`src/rtl/cfg_pkg.sv`:
```
// cfg_pkg: shared frame geometry, write-sequence states and default timing
// for the serial configuration loader.
package cfg_pkg;
   localparam int FRAME_BITS = 18;
   localparam int ADR_BITS   = 2;
   localparam int DAT_BITS   = 16;
   localparam int CNT_BITS   = 5;
   localparam int DEF_SYNC_STAGES = 2;
   localparam int DEF_SETUP_CYC   = 2;
   localparam int DEF_WR_CYC      = 2;
   localparam int DEF_HOLD_CYC    = 2;
   typedef enum logic [1:0] {IDLE, SETUP, STROBE, HOLD} state_e;
endpackage

```
`src/rtl/cfg_sync_edge.sv`:
```
// cfg_sync_edge: multi-flop synchroniser for an asynchronous pad input, with
// one-cycle rise/fall pulses taken against one extra flop.
module cfg_sync_edge #(
   parameter int   STAGES   = 2,
   parameter logic IDLE_LVL = 1'b0
) (
   input  logic clk_i,
   input  logic rst_i,
   input  logic d_i,
   output logic q_o,
   output logic rise_o,
   output logic fall_o
);
   logic [STAGES-1:0] sync_q;
   logic              prev_q;

   always_ff @(posedge clk_i) begin
      if (rst_i) begin
         sync_q <= {STAGES{IDLE_LVL}};
         prev_q <= IDLE_LVL;
      end else begin
         sync_q <= {sync_q[STAGES-2:0], d_i};
         prev_q <= sync_q[STAGES-1];
      end
   end

   assign q_o    = sync_q[STAGES-1];
   assign rise_o = q_o & ~prev_q;
   assign fall_o = ~q_o & prev_q;
endmodule

```
`src/rtl/cfg_spi_loader.sv`:
```
// cfg_spi_loader: captures 18-bit SPI frames (2b address, 16b data, MSB first)
// and replays each accepted frame as a timed setup/strobe/hold register write.
module cfg_spi_loader
   import cfg_pkg::*;
#(
   parameter int SYNC_STAGES = DEF_SYNC_STAGES,
   parameter int SETUP_CYC   = DEF_SETUP_CYC,
   parameter int WR_CYC      = DEF_WR_CYC,
   parameter int HOLD_CYC    = DEF_HOLD_CYC
) (
   input  logic                clk_i,
   input  logic                rst_i,
   input  logic                sclk_i,
   input  logic                csn_i,
   input  logic                mosi_i,
   output logic                reg_wr_o,
   output logic [ADR_BITS-1:0] reg_adr_o,
   output logic [DAT_BITS-1:0] reg_dat_o,
   output logic                busy_o,
   output logic                frame_err_o,
   output logic [7:0]          frame_cnt_o
);
   state_e                state_q, state_d;
   logic [3:0]            cyc_q, cyc_d, cyc_last;
   logic [FRAME_BITS-1:0] shreg_q, shreg_d, shreg_nx;
   logic [CNT_BITS-1:0]   bitcnt_q, bitcnt_d, bitcnt_nx;
   logic [ADR_BITS-1:0]   adr_q, adr_d;
   logic [DAT_BITS-1:0]   dat_q, dat_d;
   logic [7:0]            fcnt_q, fcnt_d;
   logic                  drop_q, drop_d, wr_q, wr_d, err_q, err_d;
   logic                  sclk_s, sclk_rise, sclk_fall, csn_s, csn_rise, csn_fall;
   logic                  mosi_s, mosi_rise, mosi_fall, unused_ok;
   logic                  idle, shift, frame_end, accept;

   cfg_sync_edge #(.STAGES(SYNC_STAGES), .IDLE_LVL(1'b0)) u_sclk (
      .clk_i(clk_i), .rst_i(rst_i), .d_i(sclk_i),
      .q_o(sclk_s), .rise_o(sclk_rise), .fall_o(sclk_fall));
   cfg_sync_edge #(.STAGES(SYNC_STAGES), .IDLE_LVL(1'b1)) u_csn (
      .clk_i(clk_i), .rst_i(rst_i), .d_i(csn_i),
      .q_o(csn_s), .rise_o(csn_rise), .fall_o(csn_fall));
   cfg_sync_edge #(.STAGES(SYNC_STAGES), .IDLE_LVL(1'b0)) u_mosi (
      .clk_i(clk_i), .rst_i(rst_i), .d_i(mosi_i),
      .q_o(mosi_s), .rise_o(mosi_rise), .fall_o(mosi_fall));

   assign unused_ok = ^{sclk_s, sclk_fall, mosi_rise, mosi_fall};

   // A last sclk rise landing with csn rise still counts: shift before checking.
   assign idle      = (state_q == IDLE);
   assign shift     = idle & ~drop_q & sclk_rise & (~csn_s | csn_rise);
   assign shreg_nx  = shift ? {shreg_q[FRAME_BITS-2:0], mosi_s} : shreg_q;
   assign bitcnt_nx = (shift && bitcnt_q != '1) ? bitcnt_q + CNT_BITS'(1) : bitcnt_q;
   assign frame_end = idle & ~drop_q & csn_rise;
   assign accept    = frame_end & (bitcnt_nx == CNT_BITS'(FRAME_BITS));

   always_comb begin
      shreg_d  = (idle && csn_fall) ? '0 : shreg_nx;
      bitcnt_d = (idle && csn_fall) ? '0 : bitcnt_nx;
      drop_d   = (!idle && csn_fall) ? 1'b1 : csn_rise ? 1'b0 : drop_q;
      err_d    = (csn_rise & drop_q) | (frame_end & ~accept);
      adr_d    = accept ? shreg_nx[FRAME_BITS-1 -: ADR_BITS] : adr_q;
      dat_d    = accept ? shreg_nx[DAT_BITS-1:0] : dat_q;
      fcnt_d   = fcnt_q + {7'd0, accept};
   end

   always_ff @(posedge clk_i) begin
      if (rst_i) begin
         state_q <= IDLE;
         cyc_q   <= '0;
      end else begin
         state_q <= state_d;
         cyc_q   <= cyc_d;
      end
   end

   always_comb begin
      cyc_last = state_q == SETUP  ? 4'(SETUP_CYC - 1) :
                 state_q == STROBE ? 4'(WR_CYC - 1)    : 4'(HOLD_CYC - 1);
      state_d  = state_q;
      cyc_d    = '0;
      if (idle)
         state_d = accept ? SETUP : IDLE;
      else if (cyc_q != cyc_last)
         cyc_d = cyc_q + 4'd1;
      else
         state_d = state_q == SETUP ? STROBE : state_q == STROBE ? HOLD : IDLE;
   end

   // Strobe is registered from the next state so it lines up with STROBE exactly.
   always_comb begin
      wr_d = (state_d == STROBE);
   end

   always_ff @(posedge clk_i) begin
      if (rst_i) begin
         shreg_q  <= '0;
         bitcnt_q <= '0;
         drop_q   <= 1'b0;
         err_q    <= 1'b0;
         wr_q     <= 1'b0;
         adr_q    <= '0;
         dat_q    <= '0;
         fcnt_q   <= '0;
      end else begin
         shreg_q  <= shreg_d;
         bitcnt_q <= bitcnt_d;
         drop_q   <= drop_d;
         err_q    <= err_d;
         wr_q     <= wr_d;
         adr_q    <= adr_d;
         dat_q    <= dat_d;
         fcnt_q   <= fcnt_d;
      end
   end

   assign reg_wr_o    = wr_q;
   assign reg_adr_o   = adr_q;
   assign reg_dat_o   = dat_q;
   assign busy_o      = ~idle;
   assign frame_err_o = err_q;
   assign frame_cnt_o = fcnt_q;
endmodule
```
`config.mk`:
```
export PLATFORM = sky130hd
export DESIGN_NAME = cfg_spi_loader
export DESIGN_NICKNAME = d
export VERILOG_FILES = /design/src/rtl/cfg_pkg.sv /design/src/rtl/cfg_sync_edge.sv /design/src/rtl/cfg_spi_loader.sv
export SDC_FILE = /design/constraint.sdc
export NUM_CORES = 1
export LEC_CHECK = 0
export CORE_MARGIN = 2
export CORE_UTILIZATION = 50
export CTS_BUF_LIST = sky130_fd_sc_hd__clkbuf_8
export DETAILED_ROUTE_END_ITERATION = 6
export PLACE_DENSITY = 0.72
export SLEW_MARGIN = 20
export SYNTH_ARGS = -nofsm -noshare
export SYNTH_HDL_FRONTEND = slang
export SYNTH_SLANG_ARGS = --single-unit
```
`constraint.sdc`:
```
create_clock -name clk_i -period 3.5 [get_ports clk_i]
set_input_delay 1.05 -clock clk_i [delete_from_list [all_inputs] [get_ports clk_i]]
set_output_delay 1.05 -clock clk_i [all_outputs]
set_load 0.005 [all_outputs]
```
After elaboration in Yosys (flattened, before gate mapping)
Cells that the tools add are included.
{"block": "classes", "addsub": 3, "multipliers": 0, "div_mod_pow": 0, "order_cmp": 0, "n_eq_ne": 6, "n_shift": 0, "muxes": 9, "bitwise": 19, "n_reduce_logical": 8}
{"cell": "$mux 18", "count": 1}
{"cell": "$and 1x1->1", "count": 10}
{"cell": "$add 8x1->8", "count": 1}
{"cell": "$mux 2", "count": 4}
{"cell": "$not 1->1", "count": 7}
{"cell": "$add 5x1->5 const B", "count": 1}
{"cell": "$eq 5x5->1 const B", "count": 1}
{"cell": "$mux 5", "count": 1}
{"cell": "$ne 5x5->1 const B", "count": 1}
{"cell": "$add 4x1->4 const B", "count": 1}
{"cell": "$eq 2x2->1 const B", "count": 2}
{"cell": "$ne 4x1->1 const B", "count": 1}
{"cell": "$logic_and 1x1->1", "count": 3}
{"cell": "$mux 1", "count": 3}
{"cell": "$reduce_or 3->1", "count": 1}
{"cell": "$eq 2x1->1 const B", "count": 1}
{"cell": "$logic_not 2->1", "count": 1}
{"cell": "$or 1x1->1", "count": 2}
{"cell": "$reduce_bool 2->1", "count": 1}
{"cell": "$reduce_or 2->1", "count": 1}
{"cell": "$logic_not 1->1", "count": 1}
{"block": "totals", "ff_bits": 66, "latchBits": 0, "ram_bits": 0, "rom_bits": 0, "input_bits": 5, "output_inout_bits": 29, "word_cells": 60, "n_memories": 0}

Longest topological paths before layout
{"block": "depth", "depth_word": 11, "mapped_depth": 14, "ltp_nobuf": 12}

Cells and area by module
A second synthesis with hierarchy kept.
{"block": "unflattened", "cells_unflattened": 259, "area_unflattened_um2": 2660.1}
{"module": "cfg_spi_loader", "n_inst": 1, "cells_per_inst": 235, "area_each_um2": 2384.8, "seq_area_each_um2": 1161.1}
{"module": "cfg_sync_edge at u_mosi ...", "n_inst": 2, "cells_per_inst": 8, "area_each_um2": 91.3, "seq_area_each_um2": 60.1}
{"module": "cfg_sync_edge at u_csn", "n_inst": 1, "cells_per_inst": 8, "area_each_um2": 92.6, "seq_area_each_um2": 60.1}

Least setup slack after synthesis
No wires, ideal clock.
{"block": "synth_path", "path_type": "flip-flop to flip-flop", "startpoint": "register bitcnt_q[0]", "endpoint": "register fcnt_q[5] (netlist: frame_cnt_o[5])", "setup_time_ps": 129, "arrival_ps": 2561, "required_time_ps": 3371, "slack_ps": 811, "path_stages_with_launch": 15, "path_buffers": 3, "synth_period_minus_slack_ps": 2689, "cell_sequence": "dfxtp_1 > ha_1 > and3_1 > ha_1 > and3b_1 > buf_2 > mux2i_1 > and2_1 > buf_4 > buf_6 > ha_1 > and3_1 > nand3_1 > xor2_1 > nor2_1"}
{"block": "synth_between", "elab_chain_cells": 6, "elab_cells_between_ends": 7, "classes_between": "add/sub (2); eq/ne (2); mux (1); bitwise (1); reduce/logical (1)"}
{"element": "start, declared", "line_no": "cfg_spi_loader.sv:26", "rtl": "logic [CNT_BITS-1:0] bitcnt_q, bitcnt_d, bitcnt_nx;"}
{"element": "start signal, assigned", "line_no": "cfg_spi_loader.sv:105", "rtl": "bitcnt_q <= bitcnt_d;"}
{"element": "parallel branches: the longest is 2 deep, another holds $add 5x1->5"}
{"element": "$mux 5 *", "line_no": "cfg_spi_loader.sv:51", "rtl": "assign bitcnt_nx = (shift && bitcnt_q != '1) ? bitcnt_q + CNT_BITS'(1) : bitcnt_q;"}
{"element": "$eq 5x5->1 *", "line_no": "cfg_spi_loader.sv:53", "rtl": "assign accept = frame_end & (bitcnt_nx == CNT_BITS'(FRAME_BITS));"}
{"element": "$and 1x1->1 *", "line_no": "cfg_spi_loader.sv:53"}
{"element": "via accept", "line_no": "cfg_spi_loader.sv:33", "rtl": "logic idle, shift, frame_end, accept;"}
{"element": "$add 8x1->8 *", "line_no": "cfg_spi_loader.sv:62", "rtl": "fcnt_d = fcnt_q + {7'd0, accept};"}
{"element": "end signal, assigned", "line_no": "cfg_spi_loader.sv:111", "rtl": "fcnt_q <= fcnt_d;"}
{"element": "end, declared", "line_no": "cfg_spi_loader.sv:29", "rtl": "logic [7:0] fcnt_q, fcnt_d;"}
Mark *: on every way through the listed nets, which the timed path passes.
A chain may end at the register's enable or synchronous reset.

Worst setup path after layout
{"block": "layout_path", "startpoint": "register state_q[0]", "endpoint": "output port busy_o"}
{"block": "layout_between", "elab_chain_cells": 2}
{"element": "start, declared", "line_no": "cfg_spi_loader.sv:23", "rtl": "state_e state_q, state_d;"}
{"element": "start signal, assigned", "line_no": "cfg_spi_loader.sv:70", "rtl": "state_q <= state_d;"}
{"element": "$logic_not 2->1", "line_no": "cfg_spi_loader.sv:48", "rtl": "assign idle = (state_q == IDLE);"}
{"element": "$not 1->1", "line_no": "cfg_spi_loader.sv:118", "rtl": "assign busy_o = ~idle;"}
{"element": "end, declared", "line_no": "cfg_spi_loader.sv:19", "rtl": "output logic busy_o,"}
No other way between the ends.

==> Flow_metrics.wiki <==
{| class="wikitable"
! Metric !! Value
|-
| Chip width || 75.0 um
|-
| Leakage power total || 1.28 nW
|-
| CP Class || reg2out
|-
| Commonest non-fill, non-tap cell in the layout || sky130_fd_sc_hd__dfxtp_1
|-
| Number of placement rows || 25
|-
| GR Util All Layers || 17.0%
|-
| Core Region || between 0.004 and 0.005 mm^2
|-
| Die ar. || 0.00563 mm^2
|-
| Maximum clock frequency || between 0.3 and 0.4 GHz
|-
| Critical path launch point type || flip-flop
|-
| Total I/O pin count || 34
|-
| Average cell area after synthesis || roughly 10 um^2
|-
| Total Power Consumption || 1.37 mW
|-
| Worst-path cell with the longest stage delay || sky130_fd_sc_hd__clkdlybuf4s50_1
|-
| First element of the critical path || state_q[0]
|-
| Total via count in the routed design || 1783
|-
| Chip Height || approximately 75 um
|-
| Outcome || finished clean
|-
| Standard cell area after detailed placement || between 0.002 and 0.003 mm^2
|-
| Remaining global-route overflow || 0
|-
| Worst Max-Slew Pin Slew || between 0.9 and 1 ns
|-
| Total Nets Final || 293
|-
| Total count of hold-check failures in the final report || 0
|-
| Wire length of the first global-routing pass || 7.07 mm
|-
| Clock transition at the register clock pins on the worst setup and hold paths after CTS || 0.07 ns
|-
| Clock Path Buffers || 2
|-
| Unique cell type count in the Yosys netlist || 32
|-
| Worst path setup slack after routing || 0.783 ns
|-
| Root Driver || sky130_fd_sc_hd__clkbuf_8
|-
| Total count of max-transition violations in the final report || 0
|-
| Most used cells in the layout excluding fill and tap cells || sky130_fd_sc_hd__dfxtp_1 (66), sky130_fd_sc_hd__nor2_1 (38), sky130_fd_sc_hd__clkdlybuf4s50_1 (33)
|-
| Post-Synthesis Net Count || 259
|-
| Setup-failing EPs final || 0
|-
| Highest ir drop seen on vdd || 0.250 mV
|-
| Max-cap check violation count || 0
|-
| Launch point of the worst reg-to-reg path || bitcnt_q[0]
|-
| Number of buffers added on ports || 33
|-
| Critical path cell sequence || inv_1 -> ha_1 -> inv_1 -> clkdlybuf4s50_1
|-
| Ratio of cells with drive above 1 in the final layout || around an eighth
|-
| Biggest area contributors in the synthesized netlist || sky130_fd_sc_hd__dfxtp_1 (52%), sky130_fd_sc_hd__mux2i_1 (8.7%), sky130_fd_sc_hd__nor2_1 (5.7%), sky130_fd_sc_hd__a211oi_2 (4.5%), sky130_fd_sc_hd__a21oi_1 (4.2%)
|-
| Type of the tightest min-delay check || reg2reg
|-
| Area added between synthesis and finish || 22.5%
|-
| Category of the worst setup path capture point || output port
|-
| DRC violations left || 0
|-
| Hold-fix buffer count after cts || 0
|-
| Clock sink count || 66
|-
| Delay of the slowest cell on the worst path || 0.52 ns
|-
| Buffer count from post-CTS setup fixing || 0
|-
| Number of H-tree levels || 3
|-
| Area of the mapped netlist || 0.00252 mm^2
|-
| Largest fanout on the critical path || 7
|-
| Post-layout instance area || 0.00309 mm^2
|-
| Pin count of the biggest net entering global routing || 24
|-
| Number of global-route vias before repair || 1595
|-
| Yosys warns || 0
|-
| Buffers plus inverters on the worst setup path || 3
|-
| Initial drt markers || about 110
|-
| Number of detailed-route iterations in the first pass || 4
|-
| Beginning of the worst hold path || u_csn.sync_q[0]
|-
| Wirelength per Cell || 12.7 um
|-
| Vias per cell || 5.07
|-
| Total wire length after detailed routing || 4.48 mm
|-
| Total of cells resized after clock tree synthesis || 0
|-
| Utilization after layout || between 60 and 70%
|-
| Final cycle utilization of the critical path || around 78%
|-
| Worst path required time || between 2 and 2.5 ns
|-
| Cell occurring most often along the worst timing path || sky130_fd_sc_hd__inv_1
|-
| Top-area cell type share of the netlist area || around 52%
|-
| Arrival time reported for the critical path endpoint || 1.67 ns
|-
| Routed Antenna Nets || 0
|-
| FILL cells || slightly above 400
|-
| CTS buffer count || 9
|-
| Yosys top cell by area || sky130_fd_sc_hd__dfxtp_1
|-
| Pre-CTS setup slack || 0.937 ns
|-
| Starting Density || 52.7%
|-
| Pwr Density || ~440 mW/mm^2
|-
| Number of enable-type register cells in the synthesized netlist || 0
|-
| Share of synthesized area occupied by flip-flops and latches || 52.4%
|-
| Clock latency of the later-clocked register in the worst-skew pair || 0.34 ns
|-
| Cell count after synthesis || ~250
|-
| Share of async-settable or async-resettable flops after synthesis || 0%
|-
| Synthesis-stage register bit count || 66
|-
| Placer congestion estimate || a little over 0.7
|-
| Setup skew after layout || 0.00685 ns
|-
| Initial antenna violation count || 0
|-
| Antenna cell count || 0
|-
| Flip-flop cell with the highest count after synthesis || sky130_fd_sc_hd__dfxtp_1
|-
| Kind of cell with the highest combined delay on the critical path || buffers and inverters
|-
| Setup repair after global routing missed its margin || no
|-
| Total negative setup slack || 0 ns
|-
| Placed wire-length estimate after detailed placement || 2.90 mm
|-
| Slew headroom || approximately a third
|-
| TritonCTS clock tree || done
|-
| Post-layout min period || roughly 2.7 ns
|}
[worst register-to-register path, delay by kind of cell, from the launching register on]
| family | cells | cell delay, ns |
|---|---|---|
| AND/OR/NAND/NOR | 5 | 0.92 |
| adder cells (fa/ha/maj) | 4 | 0.79 |
| multiplexers | 1 | 0.25 |
| flip-flops | 1 | 0.37 |
| XOR/XNOR | 1 | 0.17 |
[kinds of logic (layout without fill, tap and decap cells)]
group	Yosys count	in the layout	synth area share (%)
compound gates	43	43	12.6
fa+ha+maj	8	8	3.97
mux	22	22	8.73
simple gates	75	75	14.6
buf+inv	20	59	3.57
flops	66	66	52.4
xor+xnor	12	12	4.16
[flip-flops by register name, summed over array words and instances (netlist names)]
name / flops
reg_wr_o: 1
cyc_q: 4
frame_cnt_o: 8
u_mosi.sync_q: 2
state_q: 2
frame_err_o: 1
u_csn.prev_q: 1
bitcnt_q: 5
drop_q: 1
u_csn.sync_q: 2
u_sclk.sync_q: 2
reg_dat_o: 16
u_sclk.prev_q: 1
shreg_q: 18
reg_adr_o: 2
[cells in the mapped netlist, types with 2 or more instances]
master                      n
sky130_fd_sc_hd__ha_1       8
sky130_fd_sc_hd__nor2_1    38
sky130_fd_sc_hd__mux2i_1   22
sky130_fd_sc_hd__buf_2      3
sky130_fd_sc_hd__xor2_1     7
sky130_fd_sc_hd__nor3_1     3
sky130_fd_sc_hd__nand2_1    4
sky130_fd_sc_hd__inv_1      5
sky130_fd_sc_hd__or2_2      3
sky130_fd_sc_hd__xnor2_1    5
sky130_fd_sc_hd__a21oi_1   21
sky130_fd_sc_hd__clkbuf_1  10
sky130_fd_sc_hd__a211oi_2   9
sky130_fd_sc_hd__and3_1     4
sky130_fd_sc_hd__nor2b_1    7
sky130_fd_sc_hd__a211oi_1   9
sky130_fd_sc_hd__nand3_1    6
sky130_fd_sc_hd__and2_1     2
sky130_fd_sc_hd__a31o_2     2
sky130_fd_sc_hd__dfxtp_1   66
[metrics by stage]
step           hold WS, ns  cells
3_5_place_dp         0.397    336
6_report             0.414    352
2_1_floorplan        0.389    246
4_1_cts              0.413    352
3_3_place_gp         0.397    336
5_1_grt              0.425    352
[cell type report]
type / instances / area [um^2] / area share [%]
Sequential cell: 66 / 1320 / 42.7
Multi-Input combinational cell: 160 / 1120 / 36.1
Timing Repair Buffer: 38 / 368 / 11.9
Clock buffer: 12 / 165 / 5.34
Tap cell: 67 / 83.8 / 2.71
Inverter: 5 / 18.8 / 0.607
Clock inverter: 4 / 17.5 / 0.567
[power breakdown]
| part | total, mW | switching, mW | internal, mW | leakage (nW) |
|---|---|---|---|---|
| combinational | 0.0311 | 0.0194 | 0.0118 | 0.639 |
| clock | 0.579 | 0.271 | 0.308 | 0.105 |
| sequential | 0.757 | 0.00183 | 0.755 | 0.533 |
[layer usage]
layer | wire length, um | global-route usage, % | vias up
met5 | 0 | 0 | -
met4 | 51 | 7.14 | 0
met3 | 181 | 7.36 | 6
met2 | 2030 | 25.0 | 32
met1 | 2210 | 21.9 | 831
li1 | - | - | 914
[final timing paths]
path                          end  slack [ns]  cells after the start
setup / recovery           busy_o        0.78                      4
hold / removal    u_csn.sync_q[1]        0.41                      1
setup reg to reg   frame_cnt_o[6]        0.88                     11
hold reg to reg   u_csn.sync_q[1]        0.41                      1
No activity file was read; power rests on OpenSTA's default activity.
